==> src/rtl/risky_decode_pkg.sv <==
// Shared decode definitions: RV32I major opcodes, operation classes and immediate formats.
package risky_decode_pkg;

  localparam logic [6:0] OP     = 7'b0110011;
  localparam logic [6:0] OP_IMM = 7'b0010011;
  localparam logic [6:0] LOAD   = 7'b0000011;
  localparam logic [6:0] STORE  = 7'b0100011;
  localparam logic [6:0] BRANCH = 7'b1100011;
  localparam logic [6:0] JAL    = 7'b1101111;
  localparam logic [6:0] JALR   = 7'b1100111;
  localparam logic [6:0] LUI    = 7'b0110111;
  localparam logic [6:0] AUIPC  = 7'b0010111;

  // CLS_NONE is what an empty DE slot carries.
  typedef enum logic [3:0] {
    CLS_NONE   = 4'd0,
    CLS_OP     = 4'd1,
    CLS_OP_IMM = 4'd2,
    CLS_LOAD   = 4'd3,
    CLS_STORE  = 4'd4,
    CLS_BRANCH = 4'd5,
    CLS_JAL    = 4'd6,
    CLS_JALR   = 4'd7,
    CLS_LUI    = 4'd8,
    CLS_AUIPC  = 4'd9,
    OP_ILLEGAL = 4'd10
  } op_class_t;

  typedef enum logic [2:0] {
    IMM_NONE = 3'd0,
    IMM_I    = 3'd1,
    IMM_S    = 3'd2,
    IMM_B    = 3'd3,
    IMM_U    = 3'd4,
    IMM_J    = 3'd5
  } imm_fmt_t;

endpackage

==> src/rtl/decode_imm_gen.sv <==
// Combinational RV32I immediate generator: gathers the scattered immediate bits for
// the selected format and sign-extends to 32 bits.
module decode_imm_gen
  import risky_decode_pkg::*;
(
  input  logic [31:0] inst,
  input  logic [2:0]  fmt,
  output logic [31:0] imm
);

  logic signed [11:0] imm_i;
  logic signed [11:0] imm_s;
  logic signed [12:0] imm_b;
  logic signed [20:0] imm_j;

  assign imm_i = inst[31:20];
  assign imm_s = {inst[31:25], inst[11:7]};
  assign imm_b = {inst[31], inst[7], inst[30:25], inst[11:8], 1'b0};
  assign imm_j = {inst[31], inst[19:12], inst[20], inst[30:21], 1'b0};

  always_comb begin
    imm = '0;
    case (imm_fmt_t'(fmt))
      IMM_I:   imm = 32'(imm_i);
      IMM_S:   imm = 32'(imm_s);
      IMM_B:   imm = 32'(imm_b);
      IMM_U:   imm = {inst[31:12], 12'b0};
      IMM_J:   imm = 32'(imm_j);
      default: imm = '0;
    endcase
  end

endmodule

==> src/rtl/decode_stage.sv <==
// Decode stage: RV32I field/immediate decode, in-flight destination scoreboard with
// RAW/overflow hazard back to fetch, and a registered DE bundle to execute.
module decode_stage
  import risky_decode_pkg::*;
#(
  parameter int SB_W = 2,
  parameter int NREG = 32
) (
  input  logic        clk,
  input  logic        rst,
  input  logic [31:0] FD_pc,
  input  logic [31:0] FD_inst,
  output logic        is_data_hazard,
  input  logic        wb_valid,
  input  logic [4:0]  wb_rd,
  output logic        DE_valid,
  output logic [31:0] DE_pc,
  output logic [31:0] DE_inst,
  output logic [4:0]  DE_rs1,
  output logic [4:0]  DE_rs2,
  output logic [4:0]  DE_rd,
  output logic        DE_rd_we,
  output logic [31:0] DE_imm,
  output logic [3:0]  DE_op,
  output logic        sb_err
);

  localparam logic [SB_W-1:0] SB_MAX = '1;

  logic [6:0]  opcode;
  logic [4:0]  rs1;
  logic [4:0]  rs2;
  logic [4:0]  rd;
  op_class_t   cls;
  imm_fmt_t    fmt;
  logic        uses_rs1;
  logic        uses_rs2;
  logic        has_rd;
  logic        writes_rd;
  logic        bubble;
  logic        issue;
  logic [31:0] imm;

  logic [SB_W-1:0] sb  [NREG];
  logic [SB_W-1:0] eff [NREG];

  assign opcode = FD_inst[6:0];
  assign rd     = FD_inst[11:7];
  assign rs1    = FD_inst[19:15];
  assign rs2    = FD_inst[24:20];
  assign bubble = (FD_inst == 32'd0);

  always_comb begin
    cls      = OP_ILLEGAL;
    fmt      = IMM_NONE;
    uses_rs1 = 1'b0;
    uses_rs2 = 1'b0;
    has_rd   = 1'b0;
    case (opcode)
      OP:      begin cls = CLS_OP;     uses_rs1 = 1'b1; uses_rs2 = 1'b1; has_rd = 1'b1; end
      OP_IMM:  begin cls = CLS_OP_IMM; fmt = IMM_I; uses_rs1 = 1'b1; has_rd = 1'b1; end
      LOAD:    begin cls = CLS_LOAD;   fmt = IMM_I; uses_rs1 = 1'b1; has_rd = 1'b1; end
      STORE:   begin cls = CLS_STORE;  fmt = IMM_S; uses_rs1 = 1'b1; uses_rs2 = 1'b1; end
      BRANCH:  begin cls = CLS_BRANCH; fmt = IMM_B; uses_rs1 = 1'b1; uses_rs2 = 1'b1; end
      JAL:     begin cls = CLS_JAL;    fmt = IMM_J; has_rd = 1'b1; end
      JALR:    begin cls = CLS_JALR;   fmt = IMM_I; uses_rs1 = 1'b1; has_rd = 1'b1; end
      LUI:     begin cls = CLS_LUI;    fmt = IMM_U; has_rd = 1'b1; end
      AUIPC:   begin cls = CLS_AUIPC;  fmt = IMM_U; has_rd = 1'b1; end
      default: ;
    endcase
  end

  assign writes_rd = has_rd && (rd != 5'd0);

  decode_imm_gen u_imm (
    .inst (FD_inst),
    .fmt  (fmt),
    .imm  (imm)
  );

  // Same-cycle writeback clears the dependency (write-first regfile); a writer whose
  // counter is already full stalls so the counter can never wrap.
  assign is_data_hazard = !bubble && (
      (uses_rs1 && (rs1 != 5'd0) && (eff[rs1] != '0)) ||
      (uses_rs2 && (rs2 != 5'd0) && (eff[rs2] != '0)) ||
      (writes_rd && (eff[rd] == SB_MAX)));

  assign issue = !bubble && !is_data_hazard;

  assign sb[0]  = '0;
  assign eff[0] = '0;

  for (genvar r = 1; r < NREG; r++) begin : g_sb
    logic [SB_W-1:0] cnt;
    logic            inc;
    logic            dec;

    assign inc = issue && writes_rd && (rd == 5'(r));
    assign dec = wb_valid && (wb_rd == 5'(r)) && (cnt != '0);

    always_ff @(posedge clk or posedge rst) begin
      if (rst)              cnt <= '0;
      else if (inc && !dec) cnt <= cnt + SB_W'(1);
      else if (dec && !inc) cnt <= cnt - SB_W'(1);
    end

    assign sb[r]  = cnt;
    assign eff[r] = cnt - SB_W'(dec);
  end

  always_ff @(posedge clk or posedge rst) begin
    if (rst)
      sb_err <= 1'b0;
    else if (wb_valid && (wb_rd != 5'd0) && (sb[wb_rd] == '0))
      sb_err <= 1'b1;
  end

  // FD -> DE boundary
  always_ff @(posedge clk or posedge rst) begin
    if (rst) begin
      DE_valid <= 1'b0;
      DE_pc    <= '0;
      DE_inst  <= '0;
      DE_rs1   <= '0;
      DE_rs2   <= '0;
      DE_rd    <= '0;
      DE_rd_we <= 1'b0;
      DE_imm   <= '0;
      DE_op    <= CLS_NONE;
    end else if (issue) begin
      DE_valid <= 1'b1;
      DE_pc    <= FD_pc;
      DE_inst  <= FD_inst;
      DE_rs1   <= rs1;
      DE_rs2   <= rs2;
      DE_rd    <= rd;
      DE_rd_we <= writes_rd;
      DE_imm   <= imm;
      DE_op    <= cls;
    end else begin
      DE_valid <= 1'b0;
      DE_pc    <= '0;
      DE_inst  <= '0;
      DE_rs1   <= '0;
      DE_rs2   <= '0;
      DE_rd    <= '0;
      DE_rd_we <= 1'b0;
      DE_imm   <= '0;
      DE_op    <= CLS_NONE;
    end
  end

endmodule
==> config.mk <==
export PLATFORM = sky130hd
export DESIGN_NAME = decode_stage
export DESIGN_NICKNAME = d
export VERILOG_FILES = /design/src/rtl/risky_decode_pkg.sv /design/src/rtl/decode_imm_gen.sv /design/src/rtl/decode_stage.sv
export SDC_FILE = /design/constraint.sdc
export NUM_CORES = 1
export LEC_CHECK = 0
export CORE_UTILIZATION = 54
export DETAILED_ROUTE_END_ITERATION = 7
export PLACE_DENSITY = 0.93
export REMOVE_ABC_BUFFERS = 1
export SETUP_SLACK_MARGIN = 0.5
export SYNTH_ARGS = -nofsm -noshare
export SYNTH_HDL_FRONTEND = slang
export SYNTH_HIERARCHICAL = 1
export SYNTH_SLANG_ARGS = --single-unit
==> constraint.sdc <==
create_clock -name clk -period 6.97 [get_ports clk]
set_input_delay 0.697 -clock clk [delete_from_list [all_inputs] [get_ports clk]]
set_output_delay 0.697 -clock clk [all_outputs]
set_load 0.02 [all_outputs]
==> results of run 1 <==
[logic make-up (layout without fill, tap and decap cells)]
family,count (synthesis),after routing,share of synthesized area [%]
buffers and inverters,195,340,8.369
adders and majority gates,62,62,7.247
muxes,7,7,1.134
AOI/OAI and AO/OA,157,157,10.68
and+or+nand+nor,492,492,23.85
DFF,165,165,38.57
xor gates and xnor gates,124,124,10.15
[state kept, by name, summed over array words and instances, names as in the netlist, 4 cells and up]
signal and cells:
DE_inst 20, DE_rs2 4, DE_rs1 4, DE_rd 4, g_sb.cnt 62, DE_op 4
DE_pc 32, DE_imm 32
[cell type report]
type	count	area, µm²
clock inverter	15	157.7
inverter	99	376.6
fill	1468	6281
clock buffer	17	425.4
multi-input combinational	842	5717
sequential	165	4129
timing repair buffer	209	2044
tap	265	331.6
[per-stage QoR]
stage               utilization (%)  std cells
floorplan                         -       1106
global placement              64.73       1580
detailed placement            64.73       1580
finish                        67.73       1612
CTS                           67.73       1612
global route                  67.73       1612
[cell usage in the layout (no fill, tap or decap), drive strengths merged, types with 23 or more instances in the layout]
master           n
dfrtp          165
clkdlybuf4s50  190
nor3b           23
ha              62
xor2            67
inv            106
nand4           96
nand2           54
nor2           151
nor3            47
xnor2           57
nand3           28
o21ai           46
[critical path, cell delays in order]
cell and delay (ns):
clkdlybuf4s50_1 0.77, buf_4 0.30, nand2_1 0.25, nor2_1 0.25, nand2_1 0.07, or3_1 0.41
inv_1 0.07, ha_1 0.15, xnor2_1 0.09, and3_1 0.20, a2111oi_0 0.51, nor4_1 0.14
nor4_1 0.33, a211o_4 0.17, or2_1 0.18, clkdlybuf4s50_1 0.63
[path summary, 6_finish.rpt]
| kind | end | cells past startpoint | from | slack (ns) |
|---|---|---|---|---|
| worst min-delay path | sb_err | 1 | sb_err | 0.48 |
| worst max register to register | g_sb[7].cnt[1] | 15 | g_sb[1].cnt[1] | 2.50 |
| worst max-delay path | is_data_hazard | 16 | wb_rd[0] | 1.04 |
| worst min register to register | sb_err | 1 | sb_err | 0.48 |
| max in group asynchronous | DE_imm[6] | 3 | rst | 4.68 |
| min in group asynchronous | DE_inst[31] | 2 | rst | 0.75 |
[metal layers]
metal	share of wire [%]	global-route usage, %	vias to the layer above
met3	12	8.082	182
met4	5.1	17.20	0
met5	0	0	-
met1	37	42.26	4780
met2	46	54.44	792
li1	-	-	4451
[power groups by stage]
stage / clock network [mW] / logic, mW / registers (mW)
after floorplan: 0 / 0.534 / 1.31
after global placement: 0 / 0.898 / 1.30
after detailed placement: 0 / 0.917 / 1.30
after CTS: 0.946 / 0.926 / 1.29
after global routing: 0.985 / 1.01 / 1.31
final: 0.941 / 0.952 / 1.29
==> reports/qor.yml, run 1 <==
power:
  p_int_mw: 2.006
  finalPower_mw: 3.185
  power_switching_mw: 1.179
  ir_drop_v: 0.0002137
  clkPwrFrac_pct: 29.5
  pwr-share-comb_pct: 29.9
  swShare_pct: 37.02
  powerDensity_nw_per_um2: 241.7
  seq_power_share_pct: 40.6
  leakage_nw: 6.178
floorplan:
  placementRows: 51
  die_x_um: 142.8
  die_area_um2: 20390
  core_area_um2: 19460
  die-height_um: 142.8
  start_util_pct: 55.00
  ioPinCount: 191
synth:
  synth_area_leaders: "dfrtp_1 (39%), ha_1 (7.2%), nand4_1 (5.6%)"
  yosysUniqueCellTypes: 76
  syn_inst: 1202
  yosysTopAreaCell: "dfrtp_1"
  synth_commonest_cells: "dfrtp_1 (165), nor2_1 (150), inv_1 (97)"
  netlist_area_um2: 10700
  synth.yosys.seq_area_share_pct: 38.57
  yosysMostFrequentCell: "dfrtp_1"
  synth.avg_cell_area_um2: 8.905
  ys_async_sr_fraction_pct: 100.0
  synth-edff-count: 0
  synth_top_area_share_pct: 38.57
  synth.yosys.warnings: 6
  synthFlopType: "dfrtp_1"
  synth_seq_cells: 165
timing:
  finalSetupTns_ns: 0
  finalMaxSlewViolations: 0
  max-slew-margin-rel_pct: 22.82
  hold_viol: 0
  worstMarginPinSlew_ns: 1.151
  skew_ns: 0.01242
  rsz0062_at_grt: "no"
  max_freq_ghz: 0.1686
  min_period_over_period_pct: 85.12
  hold-worst-slack_ns: 0.4794
  fin_ws_ns: 1.037
  min_period_ns: 5.933
  finalSetupViolations: 0
cts:
  cts_tree: "built"
  clk_pin_slew_ns: 0.07
  cts.repair.resized: 0
  cts_root_buf: "clkbuf_16"
  clock_path_buffers: 2
  clock-sinks: 165
  cts_buffers: 17
  h-tree-depth: 4
  ctsHoldBuffers: 0
  clk_latency_ns: 0.45
  cts_setup_buffers: 0
worst_setup_path:
  end_kind: "primary output"
  worstPathRequired_ns: 6.27
  crit_arrival_ns: 5.24
  worstPathMaxFanout: 12
  start_kind: "input port"
  critical_path_class: "input port to primary output"
drt:
  drt_first_pass_iters: 7
  vias_per_cell: 6.331
  drt_wl_total_um: 34110
  drc: 0
  antenna_left: 0
  wl_per_cell_um: 21.16
  dr_total_vias: 10210
  drtIter0Drc: 1441
global_route:
  track_usage_pct: 33.77
  overflow: 0
  grt_pass1_vias: 9560
  grt_pass1_wl_um: 52150
  grt_max_degree: 96
  antenna_found_initial: 0
cells_and_area:
  synthToLayoutAreaGrowth_pct: 23.14
  layout.nets: 1468
  design_area_um2: 13180
  drive_gt1_share_pct: 6.013
  n_antenna_cell: 0
placement:
  gp_congestion: 1.053
  io_buffers: 190
  pre_cts_ws_ns: 1.036
  post-dp-hpwl_um: 23530
  dpl_cell_area_um2: 12600
min_path:
  hold_class: "register to register"
outcome:
  outcome: "finished, final reports clean"
flow_run:
  maxCapViolCount: 0
Power figures use the tool's default switching activity.
==> run 2: changes to the inputs <==
--- a/config.mk
+++ b/config.mk
@@ -5,6 +5,7 @@
 export SDC_FILE = /design/constraint.sdc
 export NUM_CORES = 1
 export LEC_CHECK = 0
+export CORE_ASPECT_RATIO = 1.1
 export CORE_UTILIZATION = 54
 export DETAILED_ROUTE_END_ITERATION = 7
 export PLACE_DENSITY = 0.93
==> run 2 against run 1 <==
Global-route usage is 0.51 points higher. Clock power is 1% higher. Maximum frequency is 2.9% lower. Non-clock buffer count is 1 lower. Critical endpoint unchanged. Power is 0.18% higher.
==> reports/qor.yml, run 2 (same netlist as run 1, synthesis figures left out) <==
outcome:
  outcome: "finished, final reports clean"
cts:
  cts_tree: "built"
  ctsHoldBuffers: 0
  clk_latency_ns: 0.45
  cts_buffers: 17
  cts_setup_buffers: 0
  clock_path_buffers: 2
  clock-sinks: 165
  cts_root_buf: "clkbuf_16"
  cts.repair.resized: 0
  clk_pin_slew_ns: 0.08
  h-tree-depth: 4
timing:
  worstMarginPinSlew_ns: 0.9586
  finalSetupViolations: 0
  hold-worst-slack_ns: 0.4936
  finalMaxSlewViolations: 0
  finalSetupTns_ns: 0
  rsz0062_at_grt: "no"
  max_freq_ghz: 0.1636
  min_period_ns: 6.112
  skew_ns: 0.01455
  max-slew-margin-rel_pct: 35.89
  hold_viol: 0
  min_period_over_period_pct: 87.69
drt:
  dr_total_vias: 10250
  drtIter0Drc: 1588
  wl_per_cell_um: 21.33
  vias_per_cell: 6.432
  antenna_left: 0
  drt_first_pass_iters: 6
  drt_wl_total_um: 33980
  drc: 0
power:
  powerDensity_nw_per_um2: 242.4
  ir_drop_v: 0.0001915
  leakage_nw: 6.184
cells_and_area:
  largest_register_ffs: 62
  mostFrequentLayoutCell: "clkdlybuf4s50_1"
  regMostFlops: "g_sb.cnt"
  drive_gt1_share_pct: 5.944
  design_area_um2: 13170
  fillCellCount: 1432
  synthToLayoutAreaGrowth_pct: 23.00
  layout_common_cells: "clkdlybuf4s50_1 (189), dfrtp_1 (165), nor2_1 (150), inv_1 (96), nand4_1 (96)"
  n_antenna_cell: 0
  reg_top3: "g_sb.cnt (62), DE_imm (32), DE_pc (32)"
  layout.nets: 1467
global_route:
  overflow: 0
  track_usage_pct: 34.28
  grt_max_degree: 103
  grt_pass1_vias: 9854
  grt_pass1_wl_um: 53050
  antenna_found_initial: 0
worst_setup_path:
  cp_slowest_stage_delay_ns: 0.70
  r2r-start: "g_sb[2].cnt[1]"
  worstPathMaxFanout: 24
  crit_chain: "clkdlybuf4s50_1, buf_4, nand2_1, nor2_1, nand2_1, or3_1, inv_1, ha_1, xnor2_1, and3_1, a2111oi_0, nor4_1, nor4_1, a211o_4, or2_1, clkdlybuf4s50_1"
  start_kind: "input port"
  worstPathRequired_ns: 6.27
  crit_arrival_ns: 5.41
  worstRegToRegCells: 15
  r2r-end: "g_sb[30].cnt[1]"
  critical_path_class: "input port to primary output"
  end_kind: "primary output"
  critPathSlowestCell: "clkdlybuf4s50_1"
  rrSetupSlack_ns: 2.56
floorplan:
  core_area_um2: 19300
  placementRows: 53
  ioPinCount: 191
  die_x_um: 136.2
  start_util_pct: 55.47
  die_area_um2: 20390
  die-height_um: 149.7
placement:
  post-dp-hpwl_um: 23290
  dpl_cell_area_um2: 12570
  io_buffers: 190
  gp_congestion: 0.9875
min_path:
  hold_depth: 1
  hold_class: "register to register"
  min_from: "sb_err"
  min_to: "sb_err"
flow_run:
  maxCapViolCount: 0
[run 2: changes by cell type in the layout (fill, tap and decap cells not counted), sizes merged]
cell           change
clkinv             -3
buf                -1
clkbuf             +1
clkdlybuf4s50      -1
clkinvlp           +1
dlymetal6s2s       +1
inv                +1
[run 2: where the power goes]
| group | switching, mW | internal [mW] |
|---|---|---|
| sequential | 0.179 | 1.11 |
| combinational | 0.535 | 0.419 |
| clock | 0.459 | 0.491 |
| total | 1.17 | 2.02 |
[run 2: metal layers]
| layer | wire [µm] | vias up | global-route usage [%] |
|---|---|---|---|
| li1 | - | 4441 | - |
| met1 | 12430 | 4802 | 42.39 |
| met2 | 15530 | 805 | 54.01 |
| met3 | 3987 | 198 | 8.503 |
| met4 | 2028 | 0 | 20.39 |
| met5 | 0 | - | 0 |
[run 2: worst max-delay path by stage]
| stage | startpoint | end | slack (ns) | cells past startpoint |
|---|---|---|---|---|
| finish | wb_rd[1] | is_data_hazard | 0.86 | 16 |
| global route | wb_rd[1] | is_data_hazard | 0.61 | 16 |
| detailed placement | wb_rd[0] | is_data_hazard | 0.92 | 16 |
| CTS | wb_rd[0] | is_data_hazard | 0.89 | 16 |
| global placement | wb_rd[0] | is_data_hazard | 0.94 | 16 |
| floorplan | wb_rd[3] | is_data_hazard | 0.60 | 12 |
[run 2: cell type report]
class / count / area, µm² / area share (%)
Multi-Input combinational cell: 842 / 5717 / 43.42
Sequential cell: 165 / 4129 / 31.36
Timing Repair Buffer: 208 / 2039 / 15.49
Clock inverter: 14 / 156.4 / 1.188
Inverter: 99 / 376.6 / 2.860
Clock buffer: 18 / 439.2 / 3.336
Tap cell: 247 / 309.0 / 2.347
[run 2: critical path, delay by kind of cell]
family	cells	cell delay, ns
xor+xnor	1	0.09
compound gates	2	0.86
buf+inv	4	1.68
simple gates	8	1.90
fa+ha+maj	1	0.15
[run 2: through the flow]
| stage | total power [mW] | setup slack, ns | instances | utilization [%] |
|---|---|---|---|---|
| final | 3.191 | 0.8581 | 1593 | 68.23 |
| after global routing | 3.332 | 0.6065 | 1593 | 68.23 |
| after CTS | 3.172 | 0.8854 | 1593 | 68.22 |
| after detailed placement | 2.218 | 0.9170 | 1561 | 65.13 |
| after global placement | 2.189 | 0.9418 | 1561 | 65.13 |
| after floorplan | 1.849 | 0.6042 | 1106 | - |
==> run 3: changes to the inputs <==
--- a/config.mk
+++ b/config.mk
@@ -6,9 +6,9 @@
 export NUM_CORES = 1
 export LEC_CHECK = 0
 export CORE_ASPECT_RATIO = 1.1
-export CORE_UTILIZATION = 54
+export CORE_UTILIZATION = 50
 export DETAILED_ROUTE_END_ITERATION = 7
-export PLACE_DENSITY = 0.93
+export PLACE_DENSITY = 0.87
 export REMOVE_ABC_BUFFERS = 1
 export SETUP_SLACK_MARGIN = 0.5
 export SYNTH_ARGS = -nofsm -noshare
==> run 3 against run 2 <==
Via count down 3.5%. Setup slack better by 0.25 ns. Critical endpoint unchanged. Largest cell class unchanged. Clock power down 0.6%. Critical path type unchanged. Die area up 7.9%.
==> reports/qor.yml, run 3 (same netlist as run 1, synthesis figures left out) <==
outcome:
  outcome: "finished, final reports clean"
cts:
  clk_pin_slew_ns: 0.07
  clock-sinks: 165
  cts_root_buf: "clkbuf_16"
  cts_setup_buffers: 0
  clock_path_buffers: 2
  cts.repair.resized: 0
  clk_latency_ns: 0.44
  h-tree-depth: 4
  ctsHoldBuffers: 0
  cts_buffers: 17
  cts_tree: "built"
cells_and_area:
  layout.nets: 1466
  mostFrequentLayoutCell: "clkdlybuf4s50_1"
  synthToLayoutAreaGrowth_pct: 23.24
  multi_input_comb_area_um2: 5712
  reg_top3: "g_sb.cnt (62), DE_imm (32), DE_pc (32)"
  layout_common_cells: "clkdlybuf4s50_1 (190), dfrtp_1 (165), nor2_1 (150), inv_1 (96), nand4_1 (96)"
  register_area_um2: 4129
  drive_gt1_share_pct: 5.799
  n_antenna_cell: 0
  regMostFlops: "g_sb.cnt"
  largest_register_ffs: 62
  fillCellCount: 1707
timing:
  finalSetupViolations: 0
  finalMaxSlewViolations: 0
  skew_ns: 0.009916
  min_period_over_period_pct: 84.15
  fin_ws_ns: 1.105
  max-slew-margin-rel_pct: 35.15
  max_freq_ghz: 0.1705
  hold_viol: 0
  finalSetupTns_ns: 0
  worstMarginPinSlew_ns: 0.9697
  min_period_ns: 5.865
  rsz0062_at_grt: "no"
power:
  ir_drop_v: 0.0001939
  powerDensity_nw_per_um2: 242.3
  leakage_nw: 6.166
worst_setup_path:
  end_kind: "primary output"
  rrSetupSlack_ns: 2.61
  crit_chain: "clkdlybuf4s50_1, buf_4, nand2_1, nor2_1, nand2_1, or3_1, inv_1, ha_1, xnor2_1, and3_1, a2111oi_0, nor4_1, nor4_1, a211o_4, or2_1, clkdlybuf4s50_1"
  crit_arrival_ns: 5.17
  critPathTopFamily: "simple AND/OR/NAND/NOR gates"
  critPathBufInv: 4
  startpoint: "wb_rd[1]"
  critPathSlowestCell: "clkdlybuf4s50_1"
  r2r-start: "g_sb[4].cnt[0]"
  worstRegToRegCells: 16
  worstPathRequired_ns: 6.27
  worstPathMaxFanout: 30
  start_kind: "input port"
  crit_cells: 16
  r2r-end: "g_sb[9].cnt[1]"
  cp_slowest_stage_delay_ns: 0.63
  critical_path_class: "input port to primary output"
global_route:
  top_usage_layer: "met2"
  antenna_found_initial: 0
  met2_usage_pct: 50.17
  grt_use_met1_pct: 39.38
  grt_pass1_wl_um: 52800
  overflow: 0
  grt_pass1_vias: 9547
  grt_max_degree: 91
  use_met3_pct: 7.849
  track_usage_pct: 31.37
drt:
  vias_per_cell: 6.063
  drt_wl_total_um: 34000
  drc: 0
  antenna_left: 0
  dr_total_vias: 9883
  drt_first_pass_iters: 7
  drtIter0Drc: 1075
  wl_per_cell_um: 20.86
min_path:
  hold_class: "register to register"
  min_to: "sb_err"
  hold_depth: 1
  min_from: "sb_err"
flow_run:
  maxCapViolCount: 0
placement:
  post-dp-hpwl_um: 24390
  pre_cts_ws_ns: 1.234
  io_buffers: 190
  gp_congestion: 1.015
floorplan:
  die-height_um: 155.5
  die_x_um: 141.5
  placementRows: 55
  start_util_pct: 51.51
  core_area_um2: 20780
  die_area_um2: 22000
  ioPinCount: 191
[run 3: cell count changes in the layout (fill, tap and decap cells not counted), sizes merged]
cell,previous run,this run
buf,18,17
clkbuf,18,19
clkdlybuf4s50,189,190
clkinv,5,4
dlymetal6s2s,1,0
[run 3: worst max-delay path by stage]
stage	end	slack, ns
after floorplan	is_data_hazard	0.60
after global placement	is_data_hazard	1.29
after detailed placement	is_data_hazard	1.23
after CTS	is_data_hazard	1.18
after global routing	is_data_hazard	0.86
final	is_data_hazard	1.10
[run 3: worst register-to-register path, delay by kind of cell, from the launching register on]
kind                     cells  cell delay (ns)
AO/OA/AOI/OAI                4             1.01
XOR/XNOR                     2             0.31
adder cells (fa/ha/maj)      2             0.50
buffers and inverters        2             0.66
flip-flops                   1             0.42
AND/OR/NAND/NOR              6             1.39
[run 3: layout make-up]
cell class / count / share of cell area (%)
sequential: 165 / 31.30
multi-input combinational: 842 / 43.30
tap: 285 / 2.703
clock buffer: 19 / 3.434
timing repair buffer: 207 / 15.38
inverter: 99 / 2.855
clock inverter: 13 / 1.024
[run 3: stage by stage]
step | area [µm²] | std cells | power [mW] | hold WS [ns] | utilization [%]
3_3_place_gp | 12600 | 1598 | 2.217 | 0.4748 | 60.64
5_1_grt | 13190 | 1630 | 3.347 | 0.5272 | 63.47
4_1_cts | 13190 | 1630 | 3.181 | 0.5143 | 63.47
3_5_place_dp | 12600 | 1598 | 2.236 | 0.4868 | 60.64
6_report | 13190 | 1630 | 3.196 | 0.5040 | 63.47
2_1_floorplan | 10180 | 1106 | 1.849 | 0.4770 | -
[run 3: power breakdown]
part	internal (mW)	switching, mW
Combinational	0.418	0.535
Clock	0.496	0.449
Sequential	1.11	0.190
Total	2.02	1.17
[run 3: layer usage]
metal | vias to the layer above | part of all wire [%] | wire [µm]
met1 | 4669 | 39 | 13290
met4 | 0 | 4.3 | 1478
met2 | 655 | 46 | 15470
met3 | 119 | 11 | 3750
li1 | 4440 | - | -
met5 | - | 0 | 0
